### src/rtl/cpu_pkg.sv
// Shared RV32I core definitions: opcodes, ALU and writeback encodings,
// and the ID/EX control bundle layout used by both ID and EX.
package cpu_pkg;

  localparam logic [6:0] OP_LUI    = 7'b0110111;
  localparam logic [6:0] OP_AUIPC  = 7'b0010111;
  localparam logic [6:0] OP_JAL    = 7'b1101111;
  localparam logic [6:0] OP_JALR   = 7'b1100111;
  localparam logic [6:0] OP_BRANCH = 7'b1100011;
  localparam logic [6:0] OP_LOAD   = 7'b0000011;
  localparam logic [6:0] OP_STORE  = 7'b0100011;
  localparam logic [6:0] OP_OPIMM  = 7'b0010011;
  localparam logic [6:0] OP_OP     = 7'b0110011;

  localparam logic [3:0] ALU_ADD   = 4'd0;
  localparam logic [3:0] ALU_SUB   = 4'd1;
  localparam logic [3:0] ALU_SLL   = 4'd2;
  localparam logic [3:0] ALU_SLT   = 4'd3;
  localparam logic [3:0] ALU_SLTU  = 4'd4;
  localparam logic [3:0] ALU_XOR   = 4'd5;
  localparam logic [3:0] ALU_SRL   = 4'd6;
  localparam logic [3:0] ALU_SRA   = 4'd7;
  localparam logic [3:0] ALU_OR    = 4'd8;
  localparam logic [3:0] ALU_AND   = 4'd9;
  localparam logic [3:0] ALU_PASSB = 4'd10;

  localparam logic [1:0] WB_ALU = 2'd0;
  localparam logic [1:0] WB_MEM = 2'd1;
  localparam logic [1:0] WB_PC4 = 2'd2;

  // mem_size carries funct3 for loads, stores and branches;
  // for branches EX reads it as the compare condition.
  typedef struct packed {
    logic [3:0] alu_op;
    logic       alu_src_imm;
    logic       alu_src_pc;
    logic       mem_rd;
    logic       mem_wr;
    logic [2:0] mem_size;
    logic       reg_we;
    logic [1:0] wb_sel;
    logic       branch;
    logic       jump;
    logic       jalr;
  } ctrl_t;

  localparam int CTRL_W = $bits(ctrl_t);

  localparam int CTRL_JALR    = 0;
  localparam int CTRL_JUMP    = 1;
  localparam int CTRL_BRANCH  = 2;
  localparam int CTRL_WB_SEL  = 3;
  localparam int CTRL_REG_WE  = 5;
  localparam int CTRL_MEMSIZE = 6;
  localparam int CTRL_MEM_WR  = 9;
  localparam int CTRL_MEM_RD  = 10;
  localparam int CTRL_SRC_PC  = 11;
  localparam int CTRL_SRC_IMM = 12;
  localparam int CTRL_ALU_OP  = 13;

  function automatic logic [3:0] alu_dec(
    input logic [2:0] f3,
    input logic       alt
  );
    logic [3:0] op;
    case (f3)
      3'b000:  op = alt ? ALU_SUB : ALU_ADD;
      3'b001:  op = ALU_SLL;
      3'b010:  op = ALU_SLT;
      3'b011:  op = ALU_SLTU;
      3'b100:  op = ALU_XOR;
      3'b101:  op = alt ? ALU_SRA : ALU_SRL;
      3'b110:  op = ALU_OR;
      default: op = ALU_AND;
    endcase
    return op;
  endfunction

endpackage

### src/rtl/imm_gen.sv
// RV32I immediate generator (I/S/B/U/J, sign-extended to XLEN).
// Ports: instr (32-bit word) in, imm (XLEN) out; purely combinational.
module imm_gen
  import cpu_pkg::*;
#(
  parameter int XLEN = 32
) (
  input  logic [31:0]     instr,
  output logic [XLEN-1:0] imm
);

  logic signed [31:0] i32;
  logic        [31:0] w;

  assign w = instr;

  always_comb begin
    i32 = '0;
    unique case (1'b1)
      (w[6:0] == OP_LUI),
      (w[6:0] == OP_AUIPC):
        i32 = {w[31:12], 12'b0};
      (w[6:0] == OP_JAL):
        i32 = {{11{w[31]}}, w[31], w[19:12],
               w[20], w[30:21], 1'b0};
      (w[6:0] == OP_BRANCH):
        i32 = {{19{w[31]}}, w[31], w[7],
               w[30:25], w[11:8], 1'b0};
      (w[6:0] == OP_STORE):
        i32 = {{20{w[31]}}, w[31:25], w[11:7]};
      (w[6:0] == OP_JALR),
      (w[6:0] == OP_LOAD),
      (w[6:0] == OP_OPIMM):
        i32 = {{20{w[31]}}, w[31:20]};
      default:
        i32 = '0;
    endcase
  end

  assign imm = XLEN'(i32);

endmodule

### src/rtl/id_stage.sv
// RV32I decode stage: register read with WB bypass, control decode,
// load-use stall, and the ID/EX pipeline register (ex_* outputs).
module id_stage
  import cpu_pkg::*;
#(
  parameter int XLEN = 32
) (
  input  logic              clk,
  input  logic              rst,
  input  logic              if_valid,
  input  logic [XLEN-1:0]   if_pc,
  input  logic [31:0]       if_instr,
  input  logic              flush,
  output logic              id_stall,
  output logic [4:0]        ra1,
  output logic [4:0]        ra2,
  input  logic [XLEN-1:0]   rd1,
  input  logic [XLEN-1:0]   rd2,
  input  logic              wb_we,
  input  logic [4:0]        wb_wa,
  input  logic [XLEN-1:0]   wb_wd,
  output logic              ex_valid,
  output logic [XLEN-1:0]   ex_pc,
  output logic [XLEN-1:0]   ex_rs1_val,
  output logic [XLEN-1:0]   ex_rs2_val,
  output logic [XLEN-1:0]   ex_imm,
  output logic [4:0]        ex_rs1,
  output logic [4:0]        ex_rs2,
  output logic [4:0]        ex_rd,
  output logic [CTRL_W-1:0] ex_ctrl
);

  logic [6:0]      op;
  logic [2:0]      f3;
  ctrl_t           c;
  ctrl_t           ex_c;
  logic [4:0]      rd;
  logic            use1;
  logic            use2;
  logic [XLEN-1:0] imm;
  logic [XLEN-1:0] v1;
  logic [XLEN-1:0] v2;
  logic            lu;
  logic            bubble;

  assign op  = if_instr[6:0];
  assign f3  = if_instr[14:12];
  assign ra1 = if_instr[19:15];
  assign ra2 = if_instr[24:20];

  imm_gen #(.XLEN(XLEN)) u_imm (
    .instr (if_instr),
    .imm   (imm)
  );

  assign v1 = (wb_we && wb_wa != '0 && wb_wa == ra1)
            ? wb_wd : rd1;
  assign v2 = (wb_we && wb_wa != '0 && wb_wa == ra2)
            ? wb_wd : rd2;

  always_comb begin
    c    = '0;
    rd   = if_instr[11:7];
    use1 = 1'b0;
    use2 = 1'b0;
    unique case (1'b1)
      (op == OP_LUI): begin
        c.alu_op      = ALU_PASSB;
        c.alu_src_imm = 1'b1;
        c.reg_we      = 1'b1;
      end
      (op == OP_AUIPC): begin
        c.alu_src_imm = 1'b1;
        c.alu_src_pc  = 1'b1;
        c.reg_we      = 1'b1;
      end
      (op == OP_JAL): begin
        c.alu_src_imm = 1'b1;
        c.alu_src_pc  = 1'b1;
        c.reg_we      = 1'b1;
        c.wb_sel      = WB_PC4;
        c.jump        = 1'b1;
      end
      (op == OP_JALR): begin
        c.alu_src_imm = 1'b1;
        c.reg_we      = 1'b1;
        c.wb_sel      = WB_PC4;
        c.jump        = 1'b1;
        c.jalr        = 1'b1;
        use1          = 1'b1;
      end
      (op == OP_BRANCH): begin
        c.alu_op   = f3[2] ? (f3[1] ? ALU_SLTU : ALU_SLT)
                           : ALU_SUB;
        c.mem_size = f3;
        c.branch   = 1'b1;
        rd         = '0;
        use1       = 1'b1;
        use2       = 1'b1;
      end
      (op == OP_LOAD): begin
        c.alu_src_imm = 1'b1;
        c.mem_rd      = 1'b1;
        c.mem_size    = f3;
        c.reg_we      = 1'b1;
        c.wb_sel      = WB_MEM;
        use1          = 1'b1;
      end
      (op == OP_STORE): begin
        c.alu_src_imm = 1'b1;
        c.mem_wr      = 1'b1;
        c.mem_size    = f3;
        rd            = '0;
        use1          = 1'b1;
        use2          = 1'b1;
      end
      (op == OP_OPIMM): begin
        c.alu_op = alu_dec(f3, f3 == 3'b101 && if_instr[30]);
        c.alu_src_imm = 1'b1;
        c.reg_we      = 1'b1;
        use1          = 1'b1;
      end
      (op == OP_OP): begin
        c.alu_op = alu_dec(f3, if_instr[30]);
        c.reg_we = 1'b1;
        use1     = 1'b1;
        use2     = 1'b1;
      end
      default: rd = '0;
    endcase
  end

  assign lu = ex_valid && ex_c.mem_rd && ex_rd != '0
           && ((use1 && ex_rd == ra1) || (use2 && ex_rd == ra2));

  assign id_stall = if_valid && lu && !flush && !rst;
  assign bubble   = !if_valid || flush || lu;

  always_ff @(posedge clk) begin
    if (rst) begin
      ex_valid   <= 1'b0;
      ex_c       <= '0;
      ex_rd      <= '0;
      ex_rs1     <= '0;
      ex_rs2     <= '0;
      ex_pc      <= '0;
      ex_imm     <= '0;
      ex_rs1_val <= '0;
      ex_rs2_val <= '0;
    end else begin
      ex_valid   <= !bubble;
      ex_c       <= bubble ? '0 : c;
      ex_rd      <= bubble ? '0 : rd;
      ex_rs1     <= (bubble || !use1) ? '0 : ra1;
      ex_rs2     <= (bubble || !use2) ? '0 : ra2;
      ex_pc      <= if_pc;
      ex_imm     <= imm;
      ex_rs1_val <= v1;
      ex_rs2_val <= v2;
    end
  end

  assign ex_ctrl = ex_c;

endmodule

### config.mk
export PLATFORM = sky130hd
export DESIGN_NAME = id_stage
export DESIGN_NICKNAME = d
export VERILOG_FILES = /design/src/rtl/cpu_pkg.sv /design/src/rtl/imm_gen.sv /design/src/rtl/id_stage.sv
export SDC_FILE = /design/constraint.sdc
export NUM_CORES = 1
export LEC_CHECK = 0
export BUFFER_PORTS_ARGS = -buffer_cell sky130_fd_sc_hd__buf_2
export CAP_MARGIN = 5
export CORE_MARGIN = 5
export CORE_UTILIZATION = 35
export DETAILED_ROUTE_END_ITERATION = 8
export PLACE_DENSITY_LB_ADDON = 0.05
export SYNTH_ARGS = -nofsm -noshare
export SYNTH_HDL_FRONTEND = slang
export SYNTH_HIERARCHICAL = 1
export SYNTH_SLANG_ARGS = --single-unit
### constraint.sdc
create_clock -name clk -period 1.8 [get_ports clk]
set_input_delay 0.09 -clock clk [delete_from_list [all_inputs] [get_ports clk]]
set_output_delay 0.09 -clock clk [all_outputs]
set_load 0.02 [all_outputs]
# [Word-level counts from Yosys, hierarchy flattened]
# Index checks and enable logic that the tools add are counted.
[classes] muxes=23 n_reduce_logical=40 n_eq_ne=19 bitwise=2
[op_table] op="32-bit one-hot mux with 5 select lines" n=1
[op_table] op="32-bit two-way mux" n=2
[op_table] op="4-bit one-hot mux with 7 select lines" n=2
[op_table] op="7-bit by 6-bit == test with 1-bit output, second input constant" n=3
[op_table] op="7-bit == test, second input constant" n=3
[op_table] op="5-bit == test" n=4
[op_table] op="4-bit one-hot mux with 4 select lines" n=1
[op_table] op="3-bit OR reduction" n=5
[op_table] op="7-bit by 5-bit == test with 1-bit output, second input constant" n=2
[op_table] op="1-bit two-way mux" n=14
[op_table] op="7-bit OR reduction" n=2
[op_table] op="1-bit logical AND" n=12
[op_table] op="2-bit OR reduction" n=6
[op_table] op="5-bit nonzero test" n=2
[op_table] op="3-bit == test, second input constant" n=3
[op_table] op="7-bit by 2-bit == test with 1-bit output, second input constant" n=1
[op_table] op="3-bit by 2-bit == test with 1-bit output, second input constant" n=2
[op_table] op="1-bit zero test" n=6
[op_table] op="3-bit two-way mux" n=2
[op_table] op="6-bit OR reduction" n=1
[op_table] op="1-bit logical OR" n=5
[op_table] op="2-bit one-hot mux with 2 select lines" n=1
[op_table] op="3-bit by 1-bit == test with 1-bit output, second input constant" n=1
[op_table] op="3-bit zero test" n=1
[op_table] op="1-bit inverter" n=2
[word_totals] reg_bits=161 out_inout_bits=172

# [Logic depth before layout (Yosys ltp)]
[depth] word_depth=9 ltp_mapped=7

# [Modules after synthesis]
# The synthesis kept the hierarchy.
[by_module_without_submodules] mod="id_stage" area_each_um2=5574.1 instances=1 cells_per_inst=532
[by_module_without_submodules] mod="imm_gen" area_each_um2=489.2 instances=1 cells_per_inst=67

# [Worst setup path after synthesis]
# Ideal clock, no wire load.
[synth_timing] kind="reg2out" startpoint="register ex_rd[4]" endpoint="output id_stall" path_stages_with_launch=7 n_path_buf=1 required_time_ns=1.710 setup_slack_ns=-0.092 arrival_ns=1.802 cell_sequence="dfxtp_1 xnor2_1 nand3_1 or4_1 a21oi_2 buf_6 and2_1"
[synth_between] elab_chain_len=7 elab_cells_between_ends=11
[synth_rtl] element="start, declared" line="id_stage.sv:29" rtl="output logic [4:0] ex_rd,"
[synth_rtl] element="start signal, assigned" line="id_stage.sv:153" rtl="ex_rd <= bubble ? '0 : rd;"
[synth_rtl] element="5-bit == test" line="id_stage.sv:134" rtl="&& ((use1 && ex_rd == ra1) || (use2 && ex_rd == ra2));"
[synth_rtl] element="1-bit logical AND" line="id_stage.sv:134"
[synth_rtl] element="1-bit logical OR" line="id_stage.sv:134"
[synth_rtl] element="1-bit logical AND *" line="id_stage.sv:134"
[synth_rtl] element="1-bit logical AND * (3 in a row)" line="id_stage.sv:136" rtl="assign id_stall = if_valid && lu && !flush && !rst;"
[synth_rtl] element="end, declared" line="id_stage.sv:14" rtl="output logic id_stall,"
# Mark *: on every way between the ends. The rest lies on a longest branch, timed or not.

# [Final worst setup path]
[layout_timing] startpoint="register ex_rd[3]" endpoint="output id_stall"
# Same word-level chain as after synthesis.

==> flow_metrics.tcl <==
set metrics [dict create \
    final_cell_mix "339 x buf_2, 155 x dfxtp_1, 140 x dlygate4sd3_1" \
    layout_setup_ws_ns -0.2108 \
    die_w_um 141.6 \
    clockRootBuffer "clkbuf_16" \
    worstHoldPathCells 3 \
    grt_pass1_vias 6544 \
    vdd_ir_drop_max_uv 663.8 \
    fin_cells 1337 \
    dieArea_sq_mm 0.02006 \
    cts_buffers 17 \
    dr.pass1.iters 4 \
    stdcell_area_sq_mm 0.01035 \
    cts_buffer_depth 2 \
    grt_pass1_wl_um 35280 \
    cts_tree "done" \
    drv_slew 0 \
    period_needed_ns 2.011 \
    syn_area_sq_mm 0.006063 \
    antenna_left 0 \
    fill_cells 1477 \
    layout-drive-gt1-share_pct 41.31 \
    ioPinCount 342 \
    regArea_sq_mm 0.003219 \
    multi_input_area_sq_mm 0.002733 \
    power_mw 8.430 \
    drc 0 \
    synth_top_area_cell "dfxtp_1" \
    synth.yosys.seq_area_share_pct 52.83 \
    start_util_pct 35.30 \
    clk_pin_slew_ns 0.06 \
    grt_max_degree 129 \
    htreeDepth 4 \
    yosys.area.top_type_share_pct 52.83 \
    dp_hpwl_um 16560 \
    synthesis.instances 599 \
    die_h_um 141.6 \
    grt_usage_pct 22.53 \
    antenna_found_initial 0 \
    critical_path_required_ns 1.71 \
    syn_nets 769 \
    rsz0062_at_grt "yes" \
    critPathMaxFanout 4 \
    yosys_most_used_dff "dfxtp_1" \
    dpl.cell_count 1158 \
    crit_path_start_kind "flop" \
    vias_per_cell 4.676 \
    ys_warn_count 6 \
    layout_commonest_cell "buf_2" \
    hold_class "primary input to flop" \
    avgSynthCellArea_sq_um 10.12 \
    ys_ff_latch 160 \
    io_buffers 341 \
    place_ws_ns -0.3970 \
    clk-insertion-delay-late_ns 0.42 \
    maxSlewHeadroom_pct 27.85 \
    synth_async_sr_flop_share_pct 0 \
    wl_um 23670 \
    synth_cell_types 55 \
    wl_per_cell_um 17.70 \
    r2r_cells 6 \
    end_kind "output pin" \
    tns_ns -0.3019 \
    dpl_cell_area_sq_mm 0.008129 \
    drtIter0Drc 208 \
    critPathArrivalTime_ns 1.92 \
    synth_area_leaders "dfxtp_1 53%, mux2i_1 11%, nor2b_1 6.7%, nor2_1 5.4%, a21o_1 2.4%" \
    failed_checks "negative setup slack" \
    critPathKind "flop to output pin" \
    fin_skew_ns 0.005074 \
    period_share_pct 111.7 \
    leakagePower_nw 4.913 \
    clkSinkCount 160 \
    nNetsFinal 1269 \
    hold_violations 0 \
    gp_congestion 0.8556 \
    worst_slew_pin_slew_ns 1.074 \
    syn_to_final_growth_pct 70.64 \
    max_freq_mhz 497.3 \
    powerDensity_mw_per_mm2 814.8 \
    maxCapViolCount 0 \
    core-area_sq_mm 0.01718 \
    setup_violations 3 \
    status "finished, violations left" \
    hold_ws_ns 0.02201 \
    grt-ovfl-total 0 \
    final_core_util_pct 60.23 \
    num_vias 6252 \
    row_count 48 \
    synth-edff-count 0 \
]
synth_stat cells (3+ instances only):
cell type / instances
nor2_1: 88
nand4b_1: 4
clkbuf_1: 21
xor2_1: 9
nor4b_1: 3
a21oi_1: 7
nand3_1: 16
dfxtp_1: 160
a21o_1: 19
o21ai_0: 6
nand2_1: 20
buf_4: 13
nor3_1: 22
a22o_1: 4
mux2i_1: 65
buf_6: 9
xnor2_1: 11
or4_1: 4
nor2b_1: 65
and2_1: 11
a21oi_2: 4
cell type report:
cell class,count,share of cell area (%)
tap,225,2.721
inverter,1,0.03628
timing repair buffer,527,34.24
sequential,160,31.12
clock inverter,10,1.100
clock buffer,21,4.354
multi-input combinational,392,26.41
antenna,1,0.02419
critical path, stage by stage, from the launching register on:
cell and delay (ns):
dfxtp_4 0.35, xor2_1 0.13, or4_1 0.55, a21oi_2 0.20
and2_4 0.17, buf_6 0.11
what timing repair did:
| item | in CTS | in global routing |
|---|---|---|
| hold endpoints to repair | 113 | 0 |
| resized for setup | 15 | 20 |
| hold buffers | 140 | 0 |
| cloned | 0 | 1 |
| pin swaps | 4 | 5 |
| endpoints found under the setup margin | 14 | 27 |
| buffers inserted | 3 | 3 |
registers in the layout, summed over array words and instances, names as in the netlist:
register    count
ex_rd           5
ex_rs2          5
ex_pc          32
ex_rs1          5
ex_valid        1
ex_ctrl        16
ex_rs2_val     32
ex_imm         32
ex_rs1_val     32
path summary, 6_finish.rpt:
check	to	slack, ns	start
worst max-delay path	id_stall	-0.21	ex_rd[3]
worst min-delay path	ex_ctrl[8]	0.02	if_instr[14]
worst max register to register	ex_rd[2]	-0.05	ex_rd[1]
worst min register to register	ex_ctrl[8]	0.90	ex_valid
cells by family (layout without fill, tap and decap cells):
logic type      count (synthesis)  after routing  share of synthesized area, %
simple gates                  255            255                         22.41
flops                         160            160                         52.83
mux                            65             65                         10.73
compound gates                 52             52                         6.273
buf+inv                        47            559                         4.870
xor+xnor                       20             20                         2.889
other cells                     0              1                             0
per-layer routing:
layer	track usage (%)	wire length (um)	vias to the layer above
met2	40.24	12350	262
met4	9.242	671	0
met5	0	0	-
li1	-	-	2997
met3	6.033	1498	54
met1	25.33	9147	2939
report_power, final:
part           switching (mW)  internal (mW)
logic                   0.663          0.621
clock network            1.38           2.06
registers              0.0341           3.67
total                    2.08           6.35
Note: power is estimated with default switching activity, not from simulation.
